==> config.mk <==
export PLATFORM = sky130hd
export DESIGN_NAME = secded_mem_engine
export DESIGN_NICKNAME = d
export VERILOG_FILES = /design/src/rtl/secded_mem_engine.sv
export SDC_FILE = /design/constraint.sdc
export NUM_CORES = 1
export LEC_CHECK = 0
export BUFFER_PORTS_ARGS = -buffer_cell sky130_fd_sc_hd__buf_2
export CAP_MARGIN = 20
export CORE_ASPECT_RATIO = 1.1
export CORE_MARGIN = 5
export CORE_UTILIZATION = 37
export CTS_BUF_LIST = sky130_fd_sc_hd__clkbuf_16
export DETAILED_ROUTE_END_ITERATION = 10
export GPL_TIMING_DRIVEN = 0
export SLEW_MARGIN = 5
export SYNTH_ARGS = -nofsm -noshare
export SYNTH_HDL_FRONTEND = slang
export SYNTH_SLANG_ARGS = --single-unit
==> constraint.sdc <==
create_clock -name clk -period 6.9 [get_ports clk]
set_input_delay 1.035 -clock clk [delete_from_list [all_inputs] [get_ports clk]]
set_output_delay 1.035 -clock clk [all_outputs]
set_load 0.01 [all_outputs]
==> src/rtl/secded_mem_engine.sv <==
// -----------------------------------------------------------------------------
// secded_mem_engine
//
// Purpose:
//   Walks a block of N_WORDS 16-bit words stored as little-endian byte pairs
//   in a byte-wide data memory. Each word is read and transformed, and the
//   result is written back to a destination block. There is one word every
//   five clocks (RD_LO, RD_HI, CALC, WR_LO, WR_HI).
//     mode 0 : encode an 11-bit message (word[10:0]) into a 16-bit Hamming
//              SECDED codeword.
//     mode 1 : decode a codeword. Single errors are corrected and double
//              errors are detected. The output is {flags[4:0], data[10:0]}
//              with flags 5'b01000 for a corrected word and 5'b10000 for a
//              detected double error.
//
//   Codeword layout (bit: content):
//     0:p0  1:p1  2:p2  3:d1  4:p4  7..5:d4..d2  8:p8  15..9:d11..d5
//   p0 is the overall parity over bits 15..1.
//
// Ports:
//   clk        clock
//   rst_n      synchronous active-low reset. It also aborts a run in
//              progress; bytes that are already written stay in memory.
//   start      begins a run. It is sampled only in IDLE or DONE.
//   mode       0 = encode, 1 = decode. It is latched when start is accepted.
//   done       level output, held high in DONE until the next start
//   busy       high while a run is in progress
//   mem_addr   data-memory byte address
//   mem_we     write strobe. It is high only in WR_LO and WR_HI.
//   mem_wdata  write byte
//   mem_rdata  read byte, valid one clock after mem_addr (synchronous read)
//   sgl_cnt    single errors corrected in this run (saturating)
//   dbl_cnt    double errors detected in this run (saturating)
// -----------------------------------------------------------------------------
module secded_mem_engine #(
  parameter int N_WORDS  = 15,
  parameter int ADDR_W   = 8,
  parameter int SRC_BASE = 30,
  parameter int DST_BASE = 0,
  parameter int CNT_W    = $clog2(N_WORDS + 1)
) (
  input  logic              clk,
  input  logic              rst_n,
  input  logic              start,
  input  logic              mode,
  output logic              done,
  output logic              busy,
  output logic [ADDR_W-1:0] mem_addr,
  output logic              mem_we,
  output logic [7:0]        mem_wdata,
  input  logic [7:0]        mem_rdata,
  output logic [CNT_W-1:0]  sgl_cnt,
  output logic [CNT_W-1:0]  dbl_cnt
);

  localparam int IDX_W = (N_WORDS > 1) ? $clog2(N_WORDS) : 1;

  typedef enum logic [2:0] {
    IDLE  = 3'd0,
    RD_LO = 3'd1,
    RD_HI = 3'd2,
    CALC  = 3'd3,
    WR_LO = 3'd4,
    WR_HI = 3'd5,
    DONE  = 3'd6
  } state_t;

  state_t             state_reg, state_next;
  logic [IDX_W-1:0]   idx_reg, idx_next;
  logic               mode_reg;
  logic [7:0]         lo_byte_reg;
  logic [15:0]        result_reg;
  logic [CNT_W-1:0]   sgl_cnt_reg;
  logic [CNT_W-1:0]   dbl_cnt_reg;

  logic               start_accept;
  logic               last_word;

  // ---------------------------------------------------------------------------
  // Address generation. The arithmetic wraps modulo 2^ADDR_W.
  // ---------------------------------------------------------------------------
  logic [ADDR_W-1:0]  word_off;
  logic [ADDR_W-1:0]  src_lo, src_hi, dst_lo, dst_hi;

  assign word_off = ADDR_W'({idx_reg, 1'b0});
  assign src_lo   = ADDR_W'(SRC_BASE) + word_off;
  assign src_hi   = src_lo + ADDR_W'(1);
  assign dst_lo   = ADDR_W'(DST_BASE) + word_off;
  assign dst_hi   = dst_lo + ADDR_W'(1);

  assign start_accept = start && ((state_reg == IDLE) || (state_reg == DONE));
  assign last_word    = (idx_reg == IDX_W'(N_WORDS - 1));

  // ---------------------------------------------------------------------------
  // Datapath. The complete word exists only in CALC: the high byte is
  // arriving on mem_rdata and the low byte was captured one clock earlier.
  // ---------------------------------------------------------------------------
  logic [15:0] fetched_word;
  assign fetched_word = {mem_rdata, lo_byte_reg};

  // Encoder
  logic [11:1] enc_d;
  logic        enc_p8, enc_p4, enc_p2, enc_p1, enc_p0;
  logic [15:0] enc_cw;

  assign enc_d  = fetched_word[10:0];
  assign enc_p8 = ^enc_d[11:5];
  assign enc_p4 = (^enc_d[11:8]) ^ (^enc_d[4:2]);
  assign enc_p2 = enc_d[11] ^ enc_d[10] ^ enc_d[7] ^ enc_d[6] ^ enc_d[4] ^ enc_d[3] ^ enc_d[1];
  assign enc_p1 = enc_d[11] ^ enc_d[9] ^ enc_d[7] ^ enc_d[5] ^ enc_d[4] ^ enc_d[2] ^ enc_d[1];
  assign enc_p0 = (^enc_d) ^ enc_p8 ^ enc_p4 ^ enc_p2 ^ enc_p1;
  assign enc_cw = {enc_d[11:5], enc_p8, enc_d[4:2], enc_p4, enc_d[1], enc_p2, enc_p1, enc_p0};

  // Decoder. The syndrome is the XOR of the positions of all set bits, so a
  // single flipped bit at position k gives syndrome k. Bit 0 is excluded
  // because it only contributes to the overall parity.
  logic [3:0]  syn_term [16];
  logic [3:0]  syndrome;
  logic        dec_parity;
  logic        dec_single;
  logic        dec_double;
  logic [15:0] dec_flip_mask;
  logic [15:0] dec_fixed;
  logic [10:0] dec_data;
  logic [4:0]  dec_flags;
  logic [15:0] dec_result;

  assign syn_term[0] = 4'd0;

  genvar gi;
  generate
    for (gi = 1; gi < 16; gi++) begin : g_syn
      assign syn_term[gi] = fetched_word[gi] ? 4'(gi) : 4'd0;
    end
  endgenerate

  always_comb begin
    syndrome = 4'd0;
    for (int k = 0; k < 16; k++) begin
      syndrome = syndrome ^ syn_term[k];
    end
  end

  // An odd overall parity means exactly one bit is flipped. Syndrome 0 in
  // that case means the flipped bit is p0 itself, so the shift gives bit 0.
  assign dec_parity    = ^fetched_word;
  assign dec_single    = dec_parity;
  assign dec_double    = !dec_parity && (syndrome != 4'd0);
  assign dec_flip_mask = 16'd1 << syndrome;
  assign dec_fixed     = dec_single ? (fetched_word ^ dec_flip_mask) : fetched_word;
  assign dec_data      = {dec_fixed[15:9], dec_fixed[7:5], dec_fixed[3]};
  assign dec_flags     = dec_single ? 5'b01000 : (dec_double ? 5'b10000 : 5'b00000);
  assign dec_result    = {dec_flags, dec_data};

  // ---------------------------------------------------------------------------
  // FSM: state register and data registers
  // ---------------------------------------------------------------------------
  always_ff @(posedge clk) begin
    if (!rst_n) begin
      state_reg   <= IDLE;
      idx_reg     <= '0;
      mode_reg    <= 1'b0;
      lo_byte_reg <= 8'd0;
      result_reg  <= 16'd0;
      sgl_cnt_reg <= '0;
      dbl_cnt_reg <= '0;
    end else begin
      state_reg <= state_next;
      idx_reg   <= idx_next;

      if (start_accept) begin
        mode_reg    <= mode;
        sgl_cnt_reg <= '0;
        dbl_cnt_reg <= '0;
      end

      // During RD_HI, the data that was addressed in RD_LO is on mem_rdata.
      if (state_reg == RD_HI) begin
        lo_byte_reg <= mem_rdata;
      end

      if (state_reg == CALC) begin
        result_reg <= mode_reg ? dec_result : enc_cw;
        if (mode_reg && dec_single && (sgl_cnt_reg != {CNT_W{1'b1}})) begin
          sgl_cnt_reg <= sgl_cnt_reg + CNT_W'(1);
        end
        if (mode_reg && dec_double && (dbl_cnt_reg != {CNT_W{1'b1}})) begin
          dbl_cnt_reg <= dbl_cnt_reg + CNT_W'(1);
        end
      end
    end
  end

  // ---------------------------------------------------------------------------
  // FSM: next state and Moore outputs
  // ---------------------------------------------------------------------------
  always_comb begin
    state_next = state_reg;
    idx_next   = idx_reg;
    mem_addr   = '0;
    mem_we     = 1'b0;
    mem_wdata  = 8'd0;
    busy       = 1'b0;
    done       = 1'b0;

    case (state_reg)
      IDLE: begin
        if (start) begin
          idx_next   = '0;
          state_next = RD_LO;
        end
      end

      RD_LO: begin
        busy       = 1'b1;
        mem_addr   = src_lo;
        state_next = RD_HI;
      end

      RD_HI: begin
        busy       = 1'b1;
        mem_addr   = src_hi;
        state_next = CALC;
      end

      CALC: begin
        busy       = 1'b1;
        state_next = WR_LO;
      end

      WR_LO: begin
        busy       = 1'b1;
        mem_addr   = dst_lo;
        mem_we     = 1'b1;
        mem_wdata  = result_reg[7:0];
        state_next = WR_HI;
      end

      WR_HI: begin
        busy      = 1'b1;
        mem_addr  = dst_hi;
        mem_we    = 1'b1;
        mem_wdata = result_reg[15:8];
        if (last_word) begin
          state_next = DONE;
        end else begin
          idx_next   = idx_reg + IDX_W'(1);
          state_next = RD_LO;
        end
      end

      DONE: begin
        done = 1'b1;
        if (start) begin
          idx_next   = '0;
          state_next = RD_LO;
        end
      end

      default: begin
        state_next = IDLE;
      end
    endcase
  end

  assign sgl_cnt = sgl_cnt_reg;
  assign dbl_cnt = dbl_cnt_reg;

endmodule

* After elaboration in Yosys (flattened, before gate mapping)
Index checks and enable logic that the tools add are counted.
Cells by class: reductions and logical operators 20, mux-type cells 36, add/subtract/negate cells 6, shift-type cells 1, equal/unequal tests 11, bitwise operators 32
Operators with widths (number):
- $mux W4 | 16
- $mux W16 | 2
- $pmux W7 S4 | 1
- $xor A4 B4 Y4 | 7
- $mux W3 | 6
- $pmux W3 S6 | 1
- $xor A1 B1 Y1 | 17
- $pmux W8 S2 | 1
- $reduce_xor A16 Y1 | 1
- $shl A1 B4 Y16 const A | 1
- $xor A16 B16 Y16 | 1
- $add A4 B1 Y4 const B | 3
- $reduce_xor A11 Y1 | 1
- $mux W5 | 2
- $eq A3 B3 Y1 const B | 3
- $xor A3 B3 Y3 | 3
- $ne A4 B4 Y1 const B | 2
- $pmux W4 S2 | 1
- $add A6 B1 Y7 const B | 1
- $reduce_xor A7 Y1 | 1
- $add A5 B1 Y6 const B | 1
- $add A5 B5 Y6 const A | 1
- $eq A3 B2 Y1 const B | 2
- $logic_and A1 B1 Y1 | 6
- other kinds (20) | 25
Storage, ports and cells: output and inout bits 27, register bits 40

* Depth between registers and ports, before layout
Gate-level depths: netlist (run 1).
word-level depth 21, depth in mapped cells 8, depth with buffers taken out 7

* Least setup slack after synthesis (run 1)
No wires, ideal clock.
path type input -> register, from in mem_rdata[1], to reg sgl_cnt_reg[3] (netlist: sgl_cnt[3]), required time 6.785 ns, library setup time 0.115 ns, cell stages on the path 8, path buffers 1, data arrival time 3.066 ns, slack 3.720 ns, path through buf_6 > xor3_2 > xnor3_1 > xnor3_2 > a311oi_4 > nand4_1 > and3_1 > o21a_1
On the way: word-level cells in the longest chain between the ends 5
RTL lines:
- start, declared | RTL line 51 | input logic [7:0] mem_rdata,
- $reduce_xor A16 Y1 | RTL line 146 | assign dec_parity = ^fetched_word;
- $logic_and A1 B1 Y1 (2 in a row) | RTL line 184 | if (mode_reg && dec_single && (sgl_cnt_reg != {CNT_W{1'b1}})) begin
- $mux W4 | RTL line 184
- $mux W4 | RTL line 182 | if (state_reg == CALC) begin
- end signal, assigned | RTL line 185 | sgl_cnt_reg <= sgl_cnt_reg + CNT_W'(1);
- end, declared | RTL line 73 | logic [CNT_W-1:0] sgl_cnt_reg;
No other way between the ends. A chain may end at the register's enable or synchronous reset.

* Final worst setup path (run 1)
from in mem_rdata[0], to reg sgl_cnt_reg[3] (netlist: sgl_cnt[3])
The elaborated chain is that of the path after synthesis.

==> results.cfg, run 1 <==
[run_status]
outcome = complete, no violations

[setup_path]
cp_num_buf_inv = 1
worstPathMaxFanout = 5
critical_path_cell_count = 8
ff2ff_setup_slack_ps = 4150
crit_path_end_kind = flip-flop
critical_path.reg2reg.startpoint = lo_byte_reg[6]$_SDFFE_PN0P_
timing.critical_path.from = mem_rdata[0]
cpPeakStageDelay_ps = 530
r2r.worst_path.cells = 8
start_kind = input port
critPathSlowestCell = xor3_2
required_ps = 7080
path_cells = buf_2 > xor3_2 > xnor3_1 > xnor3_2 > a311oi_4 > nand4_1 > and3_1 > o21a_1
rr_endpoint = sgl_cnt[3]$_SDFF_PN0_
worstSetupPathType = in -> reg
cpLargestDelayFamily = XOR/XNOR gates
worst_ep_arrival_time_ps = 3400
worstSetupEndpoint = sgl_cnt[3]$_SDFF_PN0_

[clocking]
hold_buffers = 0
clk_latency_ps = 280
cts_inserted_buffers = 5
cts_tree = built
worst_setup_hold_path_clk_slew_ps = 60
ctsResizeCount = 0
clock_path_buffers = 2
cts-htree-levels = 2
cts.sink_count = 40
cts_setup_buffers = 0
cts_root_buf = clkbuf_16

[cells_and_area]
multi_input_comb_area_sq_um = 2003
area_delta_synth_final_pct = 14.87
largest_reg_flops = 16
fillers = 808
drive_gt1_frac = 0.1592
number_of_antenna_cells_inserted = 0
design.final.nets = 418
final-instance-count-excl-fill = 510
ff_latch_area_sq_um = 800.8

[die]
die_w_microns = 95.20
die-area_sq_um = 9873
rows = 34
effective_utilization_at_floorplan = 0.3754
coreArea_sq_um = 7870
num_io_pins = 39
height_of_the_chip_microns = 103.7

[yosys]
synthMostInstantiatedCell = dfxtp_1
seq_area_frac_synth = 0.2711
yosys_register_bits = 40
post_synth_most_frequent_cells = 40 x dfxtp_1, 36 x nor2_1, 35 x nand2_1, 29 x xnor2_1, 24 x a21oi_1
synth.lib_cells_used.distinct = 53
synth_area_leaders = dfxtp_1 27%, xnor2_1 8.6%, xor2_1 5.6%
synth_edf_count = 0
synth_cells = 361
syn-mean-instance-area_sq_um = 8.183
async_reset_ff_frac = 0
yosysTopAreaCellShare = 0.2711
post-synth-top-area-cell = dfxtp_1
mappedNetlistArea_sq_um = 2954
synth_flop_cell = dfxtp_1
ys_warn_count = 0

[grt]
via_count_of_the_first_global_routing_pass = 2576
largest_net_degree_at_the_start_of_global_routing = 13
grt_antenna_before_repair = 0
grt_overflow = 0
wire_length_of_the_first_global_routing_pass_mm = 12.55
track_usage = 0.1586

[timing]
min_period_over_period = 0.4667
grt_setup_unrepaired = no
maxSlewViolCount = 0
fin_skew_ps = 3.678
min_cycle_time_layout_ps = 3220
finalHoldViolations = 0
worst_slew_margin_rel = 0.5279
maxClockFrequency_mhz = 310.6
setup_violations = 0
setup_tns_ps = 0
worst_slew_pin_slew_ps = 708.2

[power]
cell_internal_power_dissipation_uw = 469.3
pwr-share-comb = 0.348
seq_power_share = 0.341
total_leakage_power_uw = 0.001344
power.switching_uw = 247.2
power_density_nw_per_um2 = 211.2
p_sw_frac = 0.3450
power.ir.vdd_worst_mv = 0.1496
share_clk_of_total_power = 0.311

[place]
routabilityCongestion = 0.8895
buffers_on_ports = 32
place_inst = 502
dp_hpwl_mm = 5.900

[detailed_routing]
avgViaCountPerCell = 5.224
post_detailed_routing_wire_length_mm = 7.622
route.detailed.drc = 0
detailedRoute.firstIterationViolations = 131
count_of_tritonroute_iterations_in_the_first_routing_pass = 4
drtAntennaViolNets = 0
wl_per_cell_microns = 14.95
routed-via-count = 2664

[run]
max_cap_viol_count = 0

[worst_hold_path]
worstHoldPathType = reg -> reg
## worst min path at each step
stage	cells after the start	startpoint	slack [ps]	end
after floorplan	2	result_reg[11]$_SDFFE_PN0N_	440	result_reg[11]$_SDFFE_PN0N_
after global placement	2	result_reg[11]$_SDFFE_PN0N_	450	result_reg[11]$_SDFFE_PN0N_
after detailed placement	2	result_reg[11]$_SDFFE_PN0N_	460	result_reg[11]$_SDFFE_PN0N_
after CTS	2	result_reg[11]$_SDFFE_PN0N_	470	result_reg[11]$_SDFFE_PN0N_
after global routing	2	result_reg[13]$_SDFFE_PN0N_	500	result_reg[13]$_SDFFE_PN0N_
final	2	result_reg[11]$_SDFFE_PN0N_	470	result_reg[11]$_SDFFE_PN0N_
## cell usage in the layout (no fill, tap or decap), drive strengths merged, types with 4 or more instances in the layout
cell type,Yosys,final
nor4,8,8
xnor2,30,30
clkbuf,19,24
nor3,12,12
nand3,4,4
nor2,36,36
dfxtp,40,40
a31o,6,6
xnor3,4,4
buf,10,42
a21oi,24,24
ha,5,5
a21boi,14,14
o21ai,10,10
inv,6,7
mux2i,13,13
xor2,20,20
nand2b,4,4
and2,5,5
a211oi,7,7
o22ai,13,13
nand2,35,35
nand3b,5,5
## worst register-to-register path, stage by stage, from the launching register on
cell      delay, ps
dfxtp_1         300
buf_2           210
xor2_2          280
xnor3_1         480
xnor3_2         500
a311oi_4        340
nand4_1         160
and3_1          200
o21a_1          170
## layout make-up
class,count,share of cell area
repair buffers,32,0.04720
clock inverters,3,0.004425
plain buffers,29,0.03872
clock buffers,5,0.03687
multi-input cells,287,0.5903
flip-flops and latches,40,0.2360
inverters,6,0.006637
well taps,108,0.03982
## metal layers
| layer | part of all wire | GRT usage | vias to the layer above |
|---|---|---|---|
| met1 | 0.43 | 0.1993 | 1241 |
| li1 | - | - | 1343 |
| met4 | 0.018 | 0.06392 | 0 |
| met5 | 0 | 0 | - |
| met2 | 0.50 | 0.2656 | 69 |
| met3 | 0.048 | 0.02466 | 11 |
## through the flow
stage                     total power [uW]  utilization  setup WS [ps]  cell area [sq um]  hold WS [ps]
after floorplan                      437.9            -           3720               2958         440.6
after global placement               494.3       0.4134           3411               3253         452.3
after detailed placement             496.9       0.4134           3393               3253         463.1
after CTS                            723.1       0.4312           3671               3393         471.4
after global routing                 756.9       0.4312           3515               3393         504.2
final                                716.6       0.4312           3680               3393         465.4
## power groups by stage
stage          registers, uW  clock network (uW)  logic, uW
2_1_floorplan            248                   0        190
3_3_place_gp             249                   0        245
3_5_place_dp             249                   0        248
4_1_cts                  244                 230        249
5_1_grt                  245                 240        272
6_report                 244                 223        250
## kinds of logic (layout without fill, tap and decap cells)
group,after synthesis,in the layout,share of synthesized area
xor+xnor,57,57,0.2101
simple gates,120,120,0.1919
buf+inv,35,75,0.05209
mux,14,14,0.04786
fa+ha+maj,5,5,0.02118
flops,40,40,0.2711
other cells,1,2,0.001269
compound gates,89,89,0.2046
Note: power is estimated with default switching activity, not from simulation.
==> inputs of run 2 (changes only) <==
==> constraint.sdc (replaced) <==
create_clock -name clk -period 2.7 [get_ports clk]
set_input_delay 0.405 -clock clk [delete_from_list [all_inputs] [get_ports clk]]
set_output_delay 0.405 -clock clk [all_outputs]
set_load 0.01 [all_outputs]
==> run 2 against run 1 <==
Net effect:
- clock skew is 2.2 ps higher
- non-clock buffer count rose by 4
- critical path depth unchanged
- power rose to 2.6 times the previous value
- cell count increased by 0.78%
- clock-buffer cell count is the same
- highest routed layer unchanged
==> results.cfg, run 2 (synthesis results as in run 1) <==
[run_status]
outcome = complete, no violations

[detailed_routing]
count_of_tritonroute_iterations_in_the_first_routing_pass = 4
post_detailed_routing_wire_length_mm = 7.725
routed-via-count = 2676
drtAntennaViolNets = 0
detailedRoute.firstIterationViolations = 145
wl_per_cell_microns = 15.03
route.detailed.drc = 0
avgViaCountPerCell = 5.206

[cells_and_area]
final_design_area_no_fill_sq_um = 3516
final-instance-count-excl-fill = 514
final_common_cell = dfxtp_1
design.final.nets = 422
most-common-layout-cells = 39 x dfxtp_1, 37 x buf_2, 36 x nor2_1
area_delta_synth_final_pct = 19.02
number_of_antenna_cells_inserted = 0
drive_gt1_frac = 0.2020
largest_reg_flops = 16

[place]
buffers_on_ports = 32
placement.cell_area_sq_um = 3253
place_inst = 502
routabilityCongestion = 0.8895
dp_hpwl_mm = 5.900
dpl_worst_slack_ps = -177.1

[power]
total_leakage_power_uw = 0.001394
report.power.total_uw = 1872
power.ir.vdd_worst_mv = 0.3775
power.switching_uw = 654.4
p_sw_frac = 0.3496
power_density_nw_per_um2 = 532.3
share_clk_of_total_power = 0.303
pwr-share-comb = 0.362
seq_power_share = 0.334
cell_internal_power_dissipation_uw = 1217

[setup_path]
worstSetupPathType = reg -> reg
r2r.worst_path.cells = 8
worstPathMaxFanout = 6
rr_endpoint = dbl_cnt[0]$_SDFF_PN0_
timing.critical_path.from = lo_byte_reg[6]$_SDFFE_PN0P_
critical_path.reg2reg.startpoint = lo_byte_reg[6]$_SDFFE_PN0P_
ff2ff_setup_slack_ps = 130
required_ps = 2880
start_kind = flip-flop
crit_path_end_kind = flip-flop
worst_ep_arrival_time_ps = 2750

[timing]
maxClockFrequency_mhz = 388.8
finalHoldViolations = 0
min_cycle_time_layout_ps = 2572
worst_slew_margin_rel = 0.5211
fin_skew_ps = 5.878
setup_violations = 0
worst_slew_pin_slew_ps = 718.3
postLayoutSetupSlackWorst_ps = 128.1
maxSlewViolCount = 0
grt_setup_unrepaired = no
min_period_over_period = 0.9526

[worst_hold_path]
min_from = mode
worstHoldPathType = in -> reg
end_of_the_worst_hold_path = mode_reg$_SDFFE_PN0P_
holdPathStages = 3

[die]
rows = 34
coreArea_sq_um = 7870
effective_utilization_at_floorplan = 0.3754
num_io_pins = 39
die_w_microns = 95.20
height_of_the_chip_microns = 103.7
die-area_sq_um = 9873

[grt]
grt-busiest-layer = met2
track_usage = 0.1595
grt_antenna_before_repair = 0
via_count_of_the_first_global_routing_pass = 2593
wire_length_of_the_first_global_routing_pass_mm = 12.63
gr-usage-met2 = 0.2661
grt_overflow = 0
largest_net_degree_at_the_start_of_global_routing = 13
global_routing_met1_resource_utilization = 0.2016
groute.layer.met3.usage = 0.02466

[clocking]
cts_tree = built
cts.sink_count = 40
cts_inserted_buffers = 5
hold_buffers = 0
clk_latency_ps = 280
clock_path_buffers = 2
cts-htree-levels = 2
cts_root_buf = clkbuf_16
worst_setup_hold_path_clk_slew_ps = 60

[run]
max_cap_viol_count = 0
==> run 2: what timing repair did <==
| item | 4_1_cts | 5_1_grt |
|---|---|---|
| resized for setup | 2 | 18 |
| buffers inserted | 1 | 3 |
| pin swaps | 1 | 2 |
| endpoints found under the setup margin | 1 | 13 |
==> run 2: critical path, cell delays in order (launching register included) <==
cell     delay, ps
dfxtp_1        300
buf_2          240
xor3_1         440
xor2_1         390
a21oi_1        140
o41a_2         520
and2_4         180
mux2i_1        110
and2_1         150
==> run 2: per-layer routing <==
layer	part of all wire	vias up	routed length, microns
met5	0	-	0
met1	0.45	1247	3438
li1	-	1349	-
met2	0.50	67	3850
met4	0.021	0	162
met3	0.035	13	273
==> run 2: worst max path at each step <==
stage	end	slack [ps]	cells past startpoint
floorplan	sgl_cnt[3]$_SDFF_PN0_	150	8
global placement	sgl_cnt[3]$_SDFF_PN0_	-160	8
detailed placement	sgl_cnt[3]$_SDFF_PN0_	-180	8
CTS	sgl_cnt[3]$_SDFF_PN0_	30	8
global route	dbl_cnt[0]$_SDFF_PN0_	30	8
finish	dbl_cnt[0]$_SDFF_PN0_	130	8
==> run 2: cell type report <==
cell class | count | area, sq um
clock inverter | 3 | 15.01
buffer | 29 | 137.6
sequential | 40 | 802.0
tap | 108 | 135.1
multi-input combinational | 287 | 2088
clock buffer | 5 | 125.1
timing repair buffer | 36 | 190.2
inverter | 6 | 22.52
fill | 794 | 4354
==> run 2: power by group through the flow <==
stage	Sequential (uW)	Clock, uW	Combinational (uW)
floorplan	633	0	486
global placement	637	0	626
detailed placement	637	0	633
CTS	624	587	638
global route	628	612	729
finish	626	568	678
==> run 2: through the flow <==
step                      setup TNS [ps]  hold slack, ps    util
after floorplan                        0           440.6       -
after global placement            -414.5           452.3  0.4134
after detailed placement          -404.6           463.1  0.4134
after CTS                              0           386.9  0.4345
after global routing                   0           408.4  0.4467
final                                  0           393.9  0.4467
